[src/rtl/bcd_pkg.sv]
// Shared constants and state encoding for the packed 8421-BCD to binary converter.
package bcd_pkg;

  localparam int DIGITS = 4;
  localparam int BIN_W  = 14;

  localparam logic [3:0] BCD_MAX_DIGIT = 4'd9;

  typedef enum logic [1:0] {
    IDLE = 2'd0,
    CONV = 2'd1,
    DONE = 2'd2
  } state_t;

endpackage

[src/rtl/mul10_add.sv]
// Combinational Horner step: acc*10 + digit, plus a flag for a non-decimal digit.
module mul10_add #(
  parameter int BIN_W = bcd_pkg::BIN_W
) (
  input  logic [BIN_W-1:0] acc,
  input  logic [3:0]       digit,
  output logic [BIN_W-1:0] sum,
  output logic             invalid
);
  import bcd_pkg::*;

  logic [BIN_W-1:0] times8;
  logic [BIN_W-1:0] times2;

  // Shift-and-add keeps the multiply cheap; wrap-around only happens on invalid input.
  assign times8  = acc << 3;
  assign times2  = acc << 1;
  assign sum     = times8 + times2 + BIN_W'(digit);
  assign invalid = (digit > BCD_MAX_DIGIT);

endmodule

[src/rtl/bcd8421_to_bin.sv]
// Sequential packed-BCD to binary converter: one digit per clock, MSD first.
module bcd8421_to_bin #(
  parameter int DIGITS = bcd_pkg::DIGITS,
  parameter int BIN_W  = bcd_pkg::BIN_W
) (
  input  logic                  clk,
  input  logic                  rst,
  input  logic                  start,
  input  logic [4*DIGITS-1:0]   bcd,
  output logic                  busy,
  output logic                  done,
  output logic [BIN_W-1:0]      bin,
  output logic                  err
);
  import bcd_pkg::*;

  localparam int IDX_W = (DIGITS > 1) ? $clog2(DIGITS) : 1;
  localparam logic [IDX_W-1:0] IDX_LAST = IDX_W'(DIGITS - 1);

  state_t              state;
  logic [4*DIGITS-1:0] bcd_q;
  logic [BIN_W-1:0]    acc;
  logic [IDX_W-1:0]    idx;
  logic                err_acc;

  logic [3:0]          digit;
  logic [BIN_W-1:0]    step_sum;
  logic                step_invalid;
  logic                final_err;

  assign digit     = bcd_q[{idx, 2'b00} +: 4];
  assign final_err = err_acc | step_invalid;

  mul10_add #(
    .BIN_W(BIN_W)
  ) u_mul10_add (
    .acc    (acc),
    .digit  (digit),
    .sum    (step_sum),
    .invalid(step_invalid)
  );

  // bin/err only move on DONE entry so they hold the last result through later conversions.
  always_ff @(posedge clk) begin
    if (rst) begin
      state   <= IDLE;
      bcd_q   <= '0;
      acc     <= '0;
      idx     <= IDX_LAST;
      err_acc <= 1'b0;
      bin     <= '0;
      err     <= 1'b0;
    end else begin
      case (state)
        IDLE: begin
          if (start) begin
            bcd_q   <= bcd;
            acc     <= '0;
            err_acc <= 1'b0;
            idx     <= IDX_LAST;
            state   <= CONV;
          end
        end
        CONV: begin
          acc     <= step_sum;
          err_acc <= final_err;
          idx     <= idx - 1'b1;
          if (idx == '0) begin
            bin   <= final_err ? '0 : step_sum;
            err   <= final_err;
            state <= DONE;
          end
        end
        DONE: begin
          state <= IDLE;
        end
        default: begin
          state <= IDLE;
        end
      endcase
    end
  end

  assign busy = (state == CONV);
  assign done = (state == DONE);

endmodule

[config.mk]
export PLATFORM = sky130hd
export DESIGN_NAME = bcd8421_to_bin
export DESIGN_NICKNAME = d
export VERILOG_FILES = /design/src/rtl/bcd_pkg.sv /design/src/rtl/mul10_add.sv /design/src/rtl/bcd8421_to_bin.sv
export SDC_FILE = /design/constraint.sdc
export NUM_CORES = 1
export LEC_CHECK = 0
export CORE_ASPECT_RATIO = 1.2
export CORE_MARGIN = 1.5
export CORE_UTILIZATION = 40
export CTS_BUF_LIST = sky130_fd_sc_hd__clkbuf_16
export CTS_CLUSTER_DIAMETER = 50
export DETAILED_ROUTE_END_ITERATION = 7
export MAX_ROUTING_LAYER = met4
export SYNTH_ARGS = -nofsm -noshare
export SYNTH_HDL_FRONTEND = slang
export SYNTH_SLANG_ARGS = --single-unit
[constraint.sdc]
create_clock -name clk -period 3 [get_ports clk]
set_clock_uncertainty 0.2 [all_clocks]
set_input_delay 0.3 -clock clk [delete_from_list [all_inputs] [get_ports clk]]
set_output_delay 0.3 -clock clk [all_outputs]
set_load 0.05 [all_outputs]
Yosys cells after proc, flatten, opt, wreduce, memory -nomap -nowiden
Cells that the tools add are included.
Storage, ports and cells
  bits in registers: 49
  input bits: 19
  output and inout bits: 17
Operators by class
  add/subtract/negate cells: 3
  $lt $le $gt $ge: 1
  eq/ne operators: 4
  shifts and indexed selects: 1
  multiplexer cells: 10
  bitwise logic cells: 1
  reduce and logical (&&, ||, !) cells: 7
Operators with widths (count)
  13-bit case mux with 2 select lines: 1
  16-bit by 5-bit variable part select with 4-bit output: 1
  14-bit adder: 1
  14-bit by 4-bit adder with 14-bit output: 1
  14-bit two-way mux: 1
  13-bit two-way mux: 1
  2-bit case mux with 2 select lines: 2
  2-bit AND reduction: 4
  2-bit two-way mux: 3
  4-bit greater-than comparator (second input constant): 1
  2-bit logical NOT: 2
  2-bit by 1-bit == test with 1-bit output (second input constant): 1
  2-bit == test (second input constant): 1
  2-bit by 1-bit != test with 1-bit output (second input constant): 1
  2-bit != test (second input constant): 1
  1-bit case mux with 2 select lines: 1
  2-bit nonzero test: 1
  2-bit by 1-bit subtractor with 2-bit output (second input constant): 1
  1-bit two-way mux: 1
  1-bit bitwise OR: 1

Depth between registers and ports, before layout
Gate-level depths: netlist (run 1).
  depth after elaboration: 4
  gate-level depth with buffers: 11

Modules after synthesis
From an unflattened synthesis (run 1), not the netlist that was laid out.
Unflattened totals
  cells, all modules: 246
  area, all modules: 2443.6 um^2
Modules (own cells, without submodules)
  bcd8421_to_bin: times used 1, cells each 169, area an instance 1780.5 um^2
  mul10_add: times used 1, cells each 77, area an instance 663.1 um^2

Worst setup path after synthesis (run 1)
OpenSTA, ideal clock, no wires.
  kind: reg2reg
  from: reg idx[0]
  to: reg bin[12]
  setup time: 126 ps
  arrival time: 2837 ps
  slack: -163 ps
  cell stages (with the launch flop): 11
  path buffers: 1
  path through: dfxtp_1 > buf_6 > mux4_1 > inv_1 > fa_1 > fa_1 > nor2b_1 > o2111a_1 > o21ai_0 > a211oi_1 > o21ai_0
Between the ends
  longest elaborated chain between the ends: 4
  elaborated cells between the ends (all ways): 7
Ends and longest elaborated chain
  start: declaration: RTL line bcd8421_to_bin.sv:23  | logic [IDX_W-1:0] idx;
  start signal: assignment: RTL line bcd8421_to_bin.sv:67  | idx <= idx - 1'b1;
  parallel branches: the longest is 4 deep, another holds 14-bit by 4-bit adder with 14-bit output
  end signal: assignment: RTL line bcd8421_to_bin.sv:69  | bin <= final_err ? '0 : step_sum;
  end: declaration: RTL line bcd8421_to_bin.sv:12  | output logic [BIN_W-1:0] bin,
Several ways; the timed one is not identified.
A chain may end at the register's enable or synchronous reset.

Final worst setup path (run 1)
  from: reg idx[0]
  to: reg bin[7]
The elaborated chain is that of the path after synthesis.

==> results of run 1 <==
==> final timing paths <==
check	endpoint	cells past startpoint
max	bin[7]	9
min	bin[12]	2
max reg2reg	bin[7]	9
min reg2reg	bin[12]	2
==> logic make-up (layout without fill, tap and decap cells) <==
family / count (synthesis) / in the layout
adders and majority gates: 25 / 25
buffers and inverters: 31 / 73
and+or+nand+nor: 100 / 100
DFF: 49 / 49
muxes: 4 / 4
xor gates and xnor gates: 5 / 5
AOI/OAI and AO/OA: 81 / 81
==> registers in the layout (all words and copies together) (netlist names) <==
name     count
acc         13
bcd_q       16
bin         14
err          1
err_acc      1
idx          2
state        2
==> per-layer routing <==
layer	global-route usage	share of wire
met1	0.227	0.41
met3	0.0281	0.026
met2	0.355	0.54
met5	-	0
met4	0.0725	0.017
==> cell type report <==
type                            instances  share of cell area
Tap cell                               82              0.0309
Clock inverter                          3              0.0113
Sequential cell                        49               0.297
Multi-Input combinational cell        215               0.466
Timing Repair Buffer                   51               0.142
Inverter                               14              0.0158
Clock buffer                            5              0.0377
==> metrics by stage <==
| stage | TNS (ns) | area (sq um) |
|---|---|---|
| floorplan | 0 | 2590 |
| global placement | -0.635 | 3050 |
| detailed placement | -1.31 | 3050 |
| CTS | -0.0547 | 3240 |
| global route | -1.14 | 3320 |
| finish | -0.0502 | 3320 |
==> Yosys cell counts (all sizes together) (3+ instances only) <==
master	instances
nor3b	3
nand2	51
nor3	4
buf	4
inv	14
mux4	4
ha	23
nand4	5
dfxtp	49
a32o	4
clkbuf	13
nor2	7
a22o	6
o31ai	4
and2	3
nand3	13
o21a	4
or3	4
o21ai	13
a21oi	35
xnor2	4
==> report_power, final <==
part / leakage, nW / total (mW) / switching (mW) / internal [mW]
logic: 0.894 / 0.167 / 0.0928 / 0.0742
registers: 0.397 / 0.682 / 0.0130 / 0.669
clock network: 0.0826 / 0.622 / 0.235 / 0.387
total: 1.37 / 1.47 / 0.341 / 1.13
==> worst min-delay path, cell delays in order, from the launching register on <==
cell     delay [ns]
dfxtp_1        0.32
nand2_1        0.04
o21ai_0        0.05
==> timing repair <==
| item | in CTS | in global routing |
|---|---|---|
| resized for setup | 9 | 10 |
| buffers inserted | 1 | 4 |
| pin swaps | 12 | 14 |
| endpoints found under the setup margin | 13 | 14 |
| hold endpoints to repair | 0 | 0 |
==> results.json, run 1 <==
{
  "status": "complete, but fails checks",
  "failed_checks": "negative setup slack",
  "synthAdderAreaFrac": 0.127,
  "cap_violations": 0,
  "p_per_area_nw_per_um2": 443,
  "synthArstFlopShare": 0,
  "cts_buffer_depth": 2,
  "path_clk_slew_ns": 0.06,
  "clock_latency_ns": 0.29,
  "place.gp.congestion": 0.890,
  "dp_hpwl_mm": 4.65,
  "fin_util": 0.542,
  "routed_wl_mm": 6.27,
  "io-pin-count": 36,
  "crit_chain": "mux4_2 > inv_2 > fa_2 > inv_2 > ha_4 > a21o_1 > and4_1 > or3_1 > a32o_1",
  "arrival_ns": 3.01,
  "track_usage": 0.200,
  "tightestPinTransition_ns": 0.670,
  "multi_input_area_sq_um": 1550,
  "die_y_um": 91.0,
  "ff2ff_setup_slack_ns": -0.03,
  "synth_mux_area_frac": 0.0378,
  "rsz0062_at_grt": "true",
  "dieWidth_um": 76.4,
  "route.detailed.drc": 0,
  "synth_warnings": 0,
  "synth.distinct_cells": 46,
  "cts.sinks": 49,
  "rows": 31,
  "vias": 2251,
  "synth_seq_cells": 49,
  "grt_pass1_wl_mm": 10.8,
  "finalMaxSlewViolations": 0,
  "syn2layout_area_growth_pct": 28.6,
  "period_minus_slack_ns": 3.03,
  "seq_area_sq_um": 986,
  "critPathBufInv": 2,
  "syn_area_per_cell_sq_um": 8.75,
  "fill_cells": 588,
  "seq_area_frac_synth": 0.380,
  "holdBufCountCts": 0,
  "synth-xor-area-share": 0.0170,
  "antenna_left": 0,
  "synth-edff-count": 0,
  "dp_slack_ns": -0.175,
  "setup_slack_ns": -0.0293,
  "period_share": 1.01,
  "crit_family": "adder cells",
  "fmax_mhz": 330,
  "root_buffer": "clkbuf_16",
  "drive_gt1_frac": 0.148,
  "synth_fp_nets": 339,
  "die_area_sq_um": 6950,
  "startpoint": "idx[0]",
  "synth-simple-area-share": 0.188,
  "hold_ws_ns": 0.251,
  "hold_path.class": "reg2reg",
  "grt-ovfl-total": 0,
  "reg2reg_from": "idx[0]",
  "dp.cells": 406,
  "post_synth_main_area_contributors": "dfxtp_1 (38%), ha_1 (11%), nand2_1 (7.4%)",
  "htree_levels": 2,
  "final_cell_count_no_fill": 419,
  "cts_buffers": 5,
  "mostFrequentLayoutCells": "nand2_1 (51), dfxtp_1 (47), clkdlybuf4s50_1 (35)",
  "routedWlPerCell_um": 15.0,
  "first_global_vias": 2286,
  "diodes": 0,
  "initial_core_util": 0.421,
  "worst_ep_required_time_ns": 2.98,
  "startpoint_type": "register",
  "crit_type": "reg2reg",
  "drt-vias-per-instance": 5.37,
  "num-nets-final": 380,
  "relSlewSlack": 0.553,
  "hold_viol_final": 0,
  "synth_compound_area_frac": 0.202,
  "synth_area_sq_um": 2580,
  "firstDrtPassIters": 4,
  "coreArea_sq_um": 6130,
  "ys.flop_type": "dfxtp_1",
  "synth_top_family_by_area": "compound AO/OA/AOI/OAI gates",
  "hp-start": "bin[12]",
  "synthCells": 295,
  "critical-path-slowest-cell": "mux4_2",
  "total_power_mw": 1.47,
  "drt_iter0_markers": 93,
  "layout_commonest_cell": "nand2_1",
  "yosysTopAreaCell": "dfxtp_1",
  "crit_top_cell": "inv_2",
  "synth_top_area_share": 0.380,
  "grt_start_max_net_pins": 35,
  "crit_fanout": 5,
  "cts_tree": "built",
  "max_stage_delay_ns": 0.52,
  "p_leak_nw": 1.37,
  "setup_violations": 3,
  "ir_drop_uv": 314,
  "worstSetupEndpointType": "register",
  "port_buffers": 35,
  "grt_antenna_before_repair": 0
}
Note: power is estimated with default switching activity, not from simulation.
==> inputs of run 2 (changes only) <==
--- a/config.mk
+++ b/config.mk
@@ -5,6 +5,7 @@
 export SDC_FILE = /design/constraint.sdc
 export NUM_CORES = 1
 export LEC_CHECK = 0
+export ABC_AREA = 1
 export CORE_ASPECT_RATIO = 1.2
 export CORE_MARGIN = 1.5
 export CORE_UTILIZATION = 40
==> constraint.sdc (replaced) <==
create_clock -name clk -period 3 [get_ports clk]
set_clock_uncertainty 0.2 [all_clocks]
set_input_delay 0.9 -clock clk [delete_from_list [all_inputs] [get_ports clk]]
set_output_delay 0.9 -clock clk [all_outputs]
set_load 0.05 [all_outputs]
==> run 2 against run 1 <==
Net effect:
- the run now ends clean
- flip-flop and latch count is the same
- critical path depth increased by 6
- die area increased by 8.8%
- global-route usage is 1.0 points lower
- worst hold slack better by 0.017 ns
- fmax grew 7.0%
- wire length up 2.9%
- final area increased by 2.6%
- utilization down 4.2 points
- combinational power increased by 56%
- total power increased by 5.3%
==> results.json, run 2 <==
{
  "status": "finished clean",
  "clock_latency_ns": 0.29,
  "drive_gt1_frac": 0.125,
  "cts_tree": "built",
  "place.gp.congestion": 0.953,
  "startpoint_type": "register",
  "total_power_mw": 1.55,
  "dieWidth_um": 79.6,
  "synth-edff-count": 0,
  "synth.top_cells.by_count": "nand2_1 (101), nor2_1 (50), dfxtp_1 (49)",
  "crit_cells": 15,
  "port_buffers": 35,
  "io-pin-count": 36,
  "max_stage_delay_ns": 0.54,
  "synth_warnings": 0,
  "die_y_um": 94.9,
  "layout_commonest_cell": "nand2_1",
  "num-nets-final": 467,
  "track_usage": 0.190,
  "yosysTopAreaCell": "dfxtp_1",
  "crit_type": "reg2reg",
  "synth_fp_nets": 429,
  "ys.flop_type": "dfxtp_1",
  "p_per_area_nw_per_um2": 455,
  "cp-endpoint": "bin[7]",
  "p_leak_nw": 1.54,
  "setup_violations": 0,
  "ir_drop_uv": 246,
  "cap_violations": 0,
  "drt_iter0_markers": 93,
  "tightestPinTransition_ns": 0.514,
  "drt-vias-per-instance": 4.86,
  "post_synth_main_area_contributors": "dfxtp_1 (35%), nand2_1 (13%), ha_1 (10%)",
  "final_cell_count_no_fill": 511,
  "reg_top3": "bcd_q x16, bin x14, acc x13",
  "crit_family": "simple AND/OR/NAND/NOR gates",
  "holdBufCountCts": 0,
  "initial_core_util": 0.414,
  "cts_buffer_depth": 2,
  "die_area_sq_um": 7560,
  "grt_pass1_wl_mm": 10.7,
  "syn_area_per_cell_sq_um": 7.32,
  "routedWlPerCell_um": 12.6,
  "rows": 33,
  "grt_antenna_before_repair": 0,
  "firstDrtPassIters": 4,
  "dp_slack_ns": 0.118,
  "routed_wl_mm": 6.45,
  "crit_chain": "inv_2 > nand2_1 > nand3_1 > and2_4 > inv_1 > fa_1 > inv_1 > ha_1 > nand3_1 > nand3_2 > nand2_1 > nand2_1 > or2_2 > nand3_1 > a21oi_1",
  "fill_cells": 699,
  "htree_levels": 2,
  "critical-path-slowest-cell": "fa_1",
  "antenna_left": 0,
  "period_share": 0.944,
  "grt-ovfl-total": 0,
  "ff2ff_setup_slack_ns": 0.17,
  "root_buffer": "clkbuf_16",
  "startpoint": "idx[0]",
  "diodes": 0,
  "hold_viol_final": 0,
  "mostFrequentLayoutCells": "nand2_1 (101), nor2_1 (50), dfxtp_1 (47)",
  "fin_tns_setup_ns": 0,
  "seq_area_frac_synth": 0.348,
  "grt_start_max_net_pins": 21,
  "top_register": "bcd_q",
  "dp.cells": 503,
  "dpl_cell_area_sq_um": 3240,
  "first_global_vias": 2360,
  "synth_area_sq_um": 2820,
  "synth_seq_cells": 49,
  "r2r_cells": 15,
  "worst_ep_required_time_ns": 2.98,
  "synth_top_area_share": 0.348,
  "finalMaxSlewViolations": 0,
  "crit_fanout": 9,
  "route.detailed.drc": 0,
  "reg2reg_from": "idx[0]",
  "worstSetupEndpointType": "register",
  "fin_util": 0.500,
  "cts.sinks": 49,
  "stdcell_area_sq_um": 3410,
  "rsz0062_at_grt": "false",
  "synth_most_common_cell": "nand2_1",
  "largest_reg_flops": 16,
  "fmax_mhz": 353,
  "coreArea_sq_um": 6810,
  "hold_path.class": "reg2reg",
  "period_minus_slack_ns": 2.83,
  "arrival_ns": 2.81,
  "relSlewSlack": 0.656,
  "synth.distinct_cells": 33,
  "cts_resized": 0,
  "synthCells": 385,
  "critPathBufInv": 3,
  "cts_buffers": 5,
  "setup_slack_ns": 0.169,
  "dp_hpwl_mm": 4.97,
  "postCtsSetupRepairBufs": 0,
  "hold_ws_ns": 0.268,
  "path_clk_slew_ns": 0.07,
  "vias": 2486,
  "rr_endpoint": "bin[7]",
  "syn2layout_area_growth_pct": 21.0,
  "synthArstFlopShare": 0
}
-- run 2: cell count changes in the layout (fill, tap and decap cells not counted), moves of 12 or more --
cell | before | now
nand2_2 | 0 | 12
nor2_1 | 7 | 50
nand2_1 | 51 | 101
inv_1 | 12 | 31
-- run 2: worst min-delay path by stage --
| stage | end | cells after the start | startpoint | slack (ns) |
|---|---|---|---|---|
| 2_1_floorplan | acc[11] | 2 | acc[11] | 0.25 |
| 3_3_place_gp | bin[8] | 2 | bin[8] | 0.25 |
| 3_5_place_dp | bin[13] | 2 | bin[13] | 0.26 |
| 4_1_cts | bin[13] | 2 | bin[13] | 0.27 |
| 5_1_grt | bin[13] | 2 | bin[13] | 0.29 |
| 6_report | bin[13] | 2 | bin[13] | 0.27 |
-- run 2: tightest hold or removal path, delay by kind of cell (launching register included) --
kind	cells	cell delay, ns
AND/OR/NAND/NOR	1	0.06
flip-flops	1	0.31
AO/OA/AOI/OAI	1	0.05
-- run 2: layer usage --
metal  share of wire  GRT usage
met1            0.40      0.197
met2            0.56      0.357
met4           0.025     0.0746
met3           0.024     0.0251
met5               0          -
-- run 2: area by class of cell --
class / count / area (sq um) / share of cell area
Sequential cell: 49 / 983 / 0.289
Tap cell: 87 / 109 / 0.0319
Clock inverter: 3 / 26.3 / 0.00771
Clock buffer: 5 / 125 / 0.0367
Timing Repair Buffer: 42 / 403 / 0.118
Multi-Input combinational cell: 289 / 1600 / 0.470
Inverter: 36 / 161 / 0.0474
-- run 2: logic make-up after synthesis --
group / Yosys count / share of synthesized area
and+or+nand+nor: 200 / 0.312
DFF: 49 / 0.348
AOI/OAI and AO/OA: 60 / 0.123
buffers and inverters: 47 / 0.0879
xor gates and xnor gates: 4 / 0.0124
adders and majority gates: 25 / 0.116
-- run 2: power breakdown --
| part | leakage [nW] | switching (mW) | total (mW) | internal [mW] |
|---|---|---|---|---|
| clock | 0.0680 | 0.270 | 0.586 | 0.315 |
| combinational | 1.07 | 0.156 | 0.260 | 0.105 |
| sequential | 0.399 | 0.0239 | 0.705 | 0.681 |
| total | 1.54 | 0.450 | 1.55 | 1.10 |
==> inputs of run 3 (changes only) <==
--- a/config.mk
+++ b/config.mk
@@ -7,7 +7,6 @@
 export LEC_CHECK = 0
 export ABC_AREA = 1
 export CORE_ASPECT_RATIO = 1.2
-export CORE_MARGIN = 1.5
 export CORE_UTILIZATION = 40
 export CTS_BUF_LIST = sky130_fd_sc_hd__clkbuf_16
 export CTS_CLUSTER_DIAMETER = 50
==> run 3 against run 2 <==
Net effect:
- sequential share of layout area rose by 0.13 points
- critical endpoint unchanged
- final area is 0.18% lower
- first-iteration DRC count is 9.7% lower
==> results.json, run 3 (synthesized netlist as in run 2, its figures left out) <==
{
  "top_register": "bcd_q",
  "largest_reg_flops": 16,
  "dpl_cell_area_sq_um": 3240,
  "grt_antenna_before_repair": 0,
  "root_buffer": "clkbuf_16",
  "dp_hpwl_mm": 4.93,
  "p_per_area_nw_per_um2": 448,
  "syn2layout_area_growth_pct": 20.7,
  "setup_violations": 0,
  "setup_slack_ns": 0.162,
  "routedWlPerCell_um": 12.7,
  "startpoint_type": "register",
  "status": "finished clean",
  "finalMaxSlewViolations": 0,
  "cts_buffers": 5,
  "max_stage_delay_ns": 0.53,
  "hold_viol_final": 0,
  "track_usage": 0.195,
  "htree_levels": 2,
  "routed_wl_mm": 6.47,
  "num-nets-final": 467,
  "layout_commonest_cell": "nand2_1",
  "tightestPinTransition_ns": 0.508,
  "grt_pass1_wl_mm": 10.8,
  "coreArea_sq_um": 6810,
  "place.gp.congestion": 0.905,
  "fmax_mhz": 352,
  "io-pin-count": 36,
  "fin_util": 0.499,
  "period_minus_slack_ns": 2.84,
  "crit_family": "simple AND/OR/NAND/NOR gates",
  "firstDrtPassIters": 4,
  "rows": 33,
  "path_clk_slew_ns": 0.07,
  "initial_core_util": 0.414,
  "first_global_vias": 2393,
  "period_share": 0.946,
  "p_leak_nw": 1.54,
  "cts.sinks": 49,
  "reg_top3": "bcd_q x16, bin x14, acc x13",
  "critical-path-slowest-cell": "fa_1",
  "cap_violations": 0,
  "drt_iter0_markers": 84,
  "holdBufCountCts": 0,
  "crit_chain": "inv_4 > nand2_1 > nand3_1 > and2_4 > inv_1 > fa_1 > inv_1 > ha_1 > nand3_1 > nand3_2 > nand2_1 > nand2_1 > or2_2 > nand3_1 > a21oi_1",
  "antenna_left": 0,
  "arrival_ns": 2.81,
  "worst_ep_required_time_ns": 2.97,
  "cts_buffer_depth": 2,
  "critPathBufInv": 3,
  "die_y_um": 93.9,
  "diodes": 0,
  "worstSetupEndpointType": "register",
  "stdcell_area_sq_um": 3400,
  "crit_type": "reg2reg",
  "vias": 2516,
  "fin_tns_setup_ns": 0,
  "total_power_mw": 1.52,
  "mostFrequentLayoutCells": "nand2_1 (101), nor2_1 (50), dfxtp_1 (47)",
  "fill_cells": 709,
  "drive_gt1_frac": 0.120,
  "hold_path.class": "reg2reg",
  "relSlewSlack": 0.660,
  "dp_slack_ns": 0.111,
  "grt_start_max_net_pins": 21,
  "clock_latency_ns": 0.29,
  "die_area_sq_um": 7390,
  "port_buffers": 35,
  "ir_drop_uv": 314,
  "grt-ovfl-total": 0,
  "drt-vias-per-instance": 4.92,
  "cts_tree": "built",
  "dieWidth_um": 78.6,
  "route.detailed.drc": 0,
  "crit_fanout": 9
}
-- run 3: cell types whose count changed in the layout (fill, tap and decap cells not counted) --
| cell | before | now |
|---|---|---|
| clkinv_2 | 0 | 1 |
| clkinvlp_4 | 2 | 0 |
| dfxtp_4 | 0 | 1 |
| fa_1 | 1 | 2 |
| fa_2 | 1 | 0 |
| inv_4 | 0 | 1 |
| dfxtp_2 | 2 | 1 |
| inv_8 | 1 | 0 |
| inv_6 | 0 | 1 |
| inv_1 | 31 | 32 |
| inv_2 | 3 | 2 |
-- run 3: area by class of cell --
class	instances	area, sq um	area share
Inverter	36	164	0.0482
Sequential cell	49	986	0.290
Clock buffer	5	125	0.0368
Tap cell	87	109	0.0320
Clock inverter	3	17.5	0.00515
Multi-Input combinational cell	289	1600	0.470
Timing Repair Buffer	42	403	0.118
-- run 3: where the power goes --
part | switching, mW | internal (mW)
combinational | 0.156 | 0.104
sequential | 0.0244 | 0.681
clock | 0.250 | 0.308
total | 0.431 | 1.09
-- run 3: timing repair --
| item | CTS | global route |
|---|---|---|
| gates resized for setup | 0 | 6 |
| buffers inserted | 0 | 0 |
| setup endpoints to repair | 0 | 12 |
-- run 3: final timing paths --
check	start	to	slack, ns	cells past startpoint
max	idx[0]	bin[7]	0.16	15
min	bin[8]	bin[8]	0.26	2
max reg2reg	idx[0]	bin[7]	0.16	15
min reg2reg	bin[8]	bin[8]	0.26	2
-- run 3: routing by layer --
| layer | vias up | global-route usage | part of all wire |
|---|---|---|---|
| met5 | - | - | 0 |
| met4 | 0 | 0.0818 | 0.030 |
| met3 | 15 | 0.0291 | 0.029 |
| met2 | 46 | 0.376 | 0.54 |
| met1 | 1139 | 0.191 | 0.40 |
| li1 | 1316 | - | - |
-- run 3: through the flow --
| step | hold WS, ns | cells |
|---|---|---|
| CTS | 0.268 | 511 |
| detailed placement | 0.257 | 503 |
| floorplan | 0.247 | 385 |
| global placement | 0.252 | 503 |
| global route | 0.290 | 511 |
| finish | 0.265 | 511 |
-- run 3: worst min-delay path, stage by stage, from the launching register on --
cell and delay, ns:
dfxtp_1 0.31, nand2_1 0.06, a21oi_1 0.05
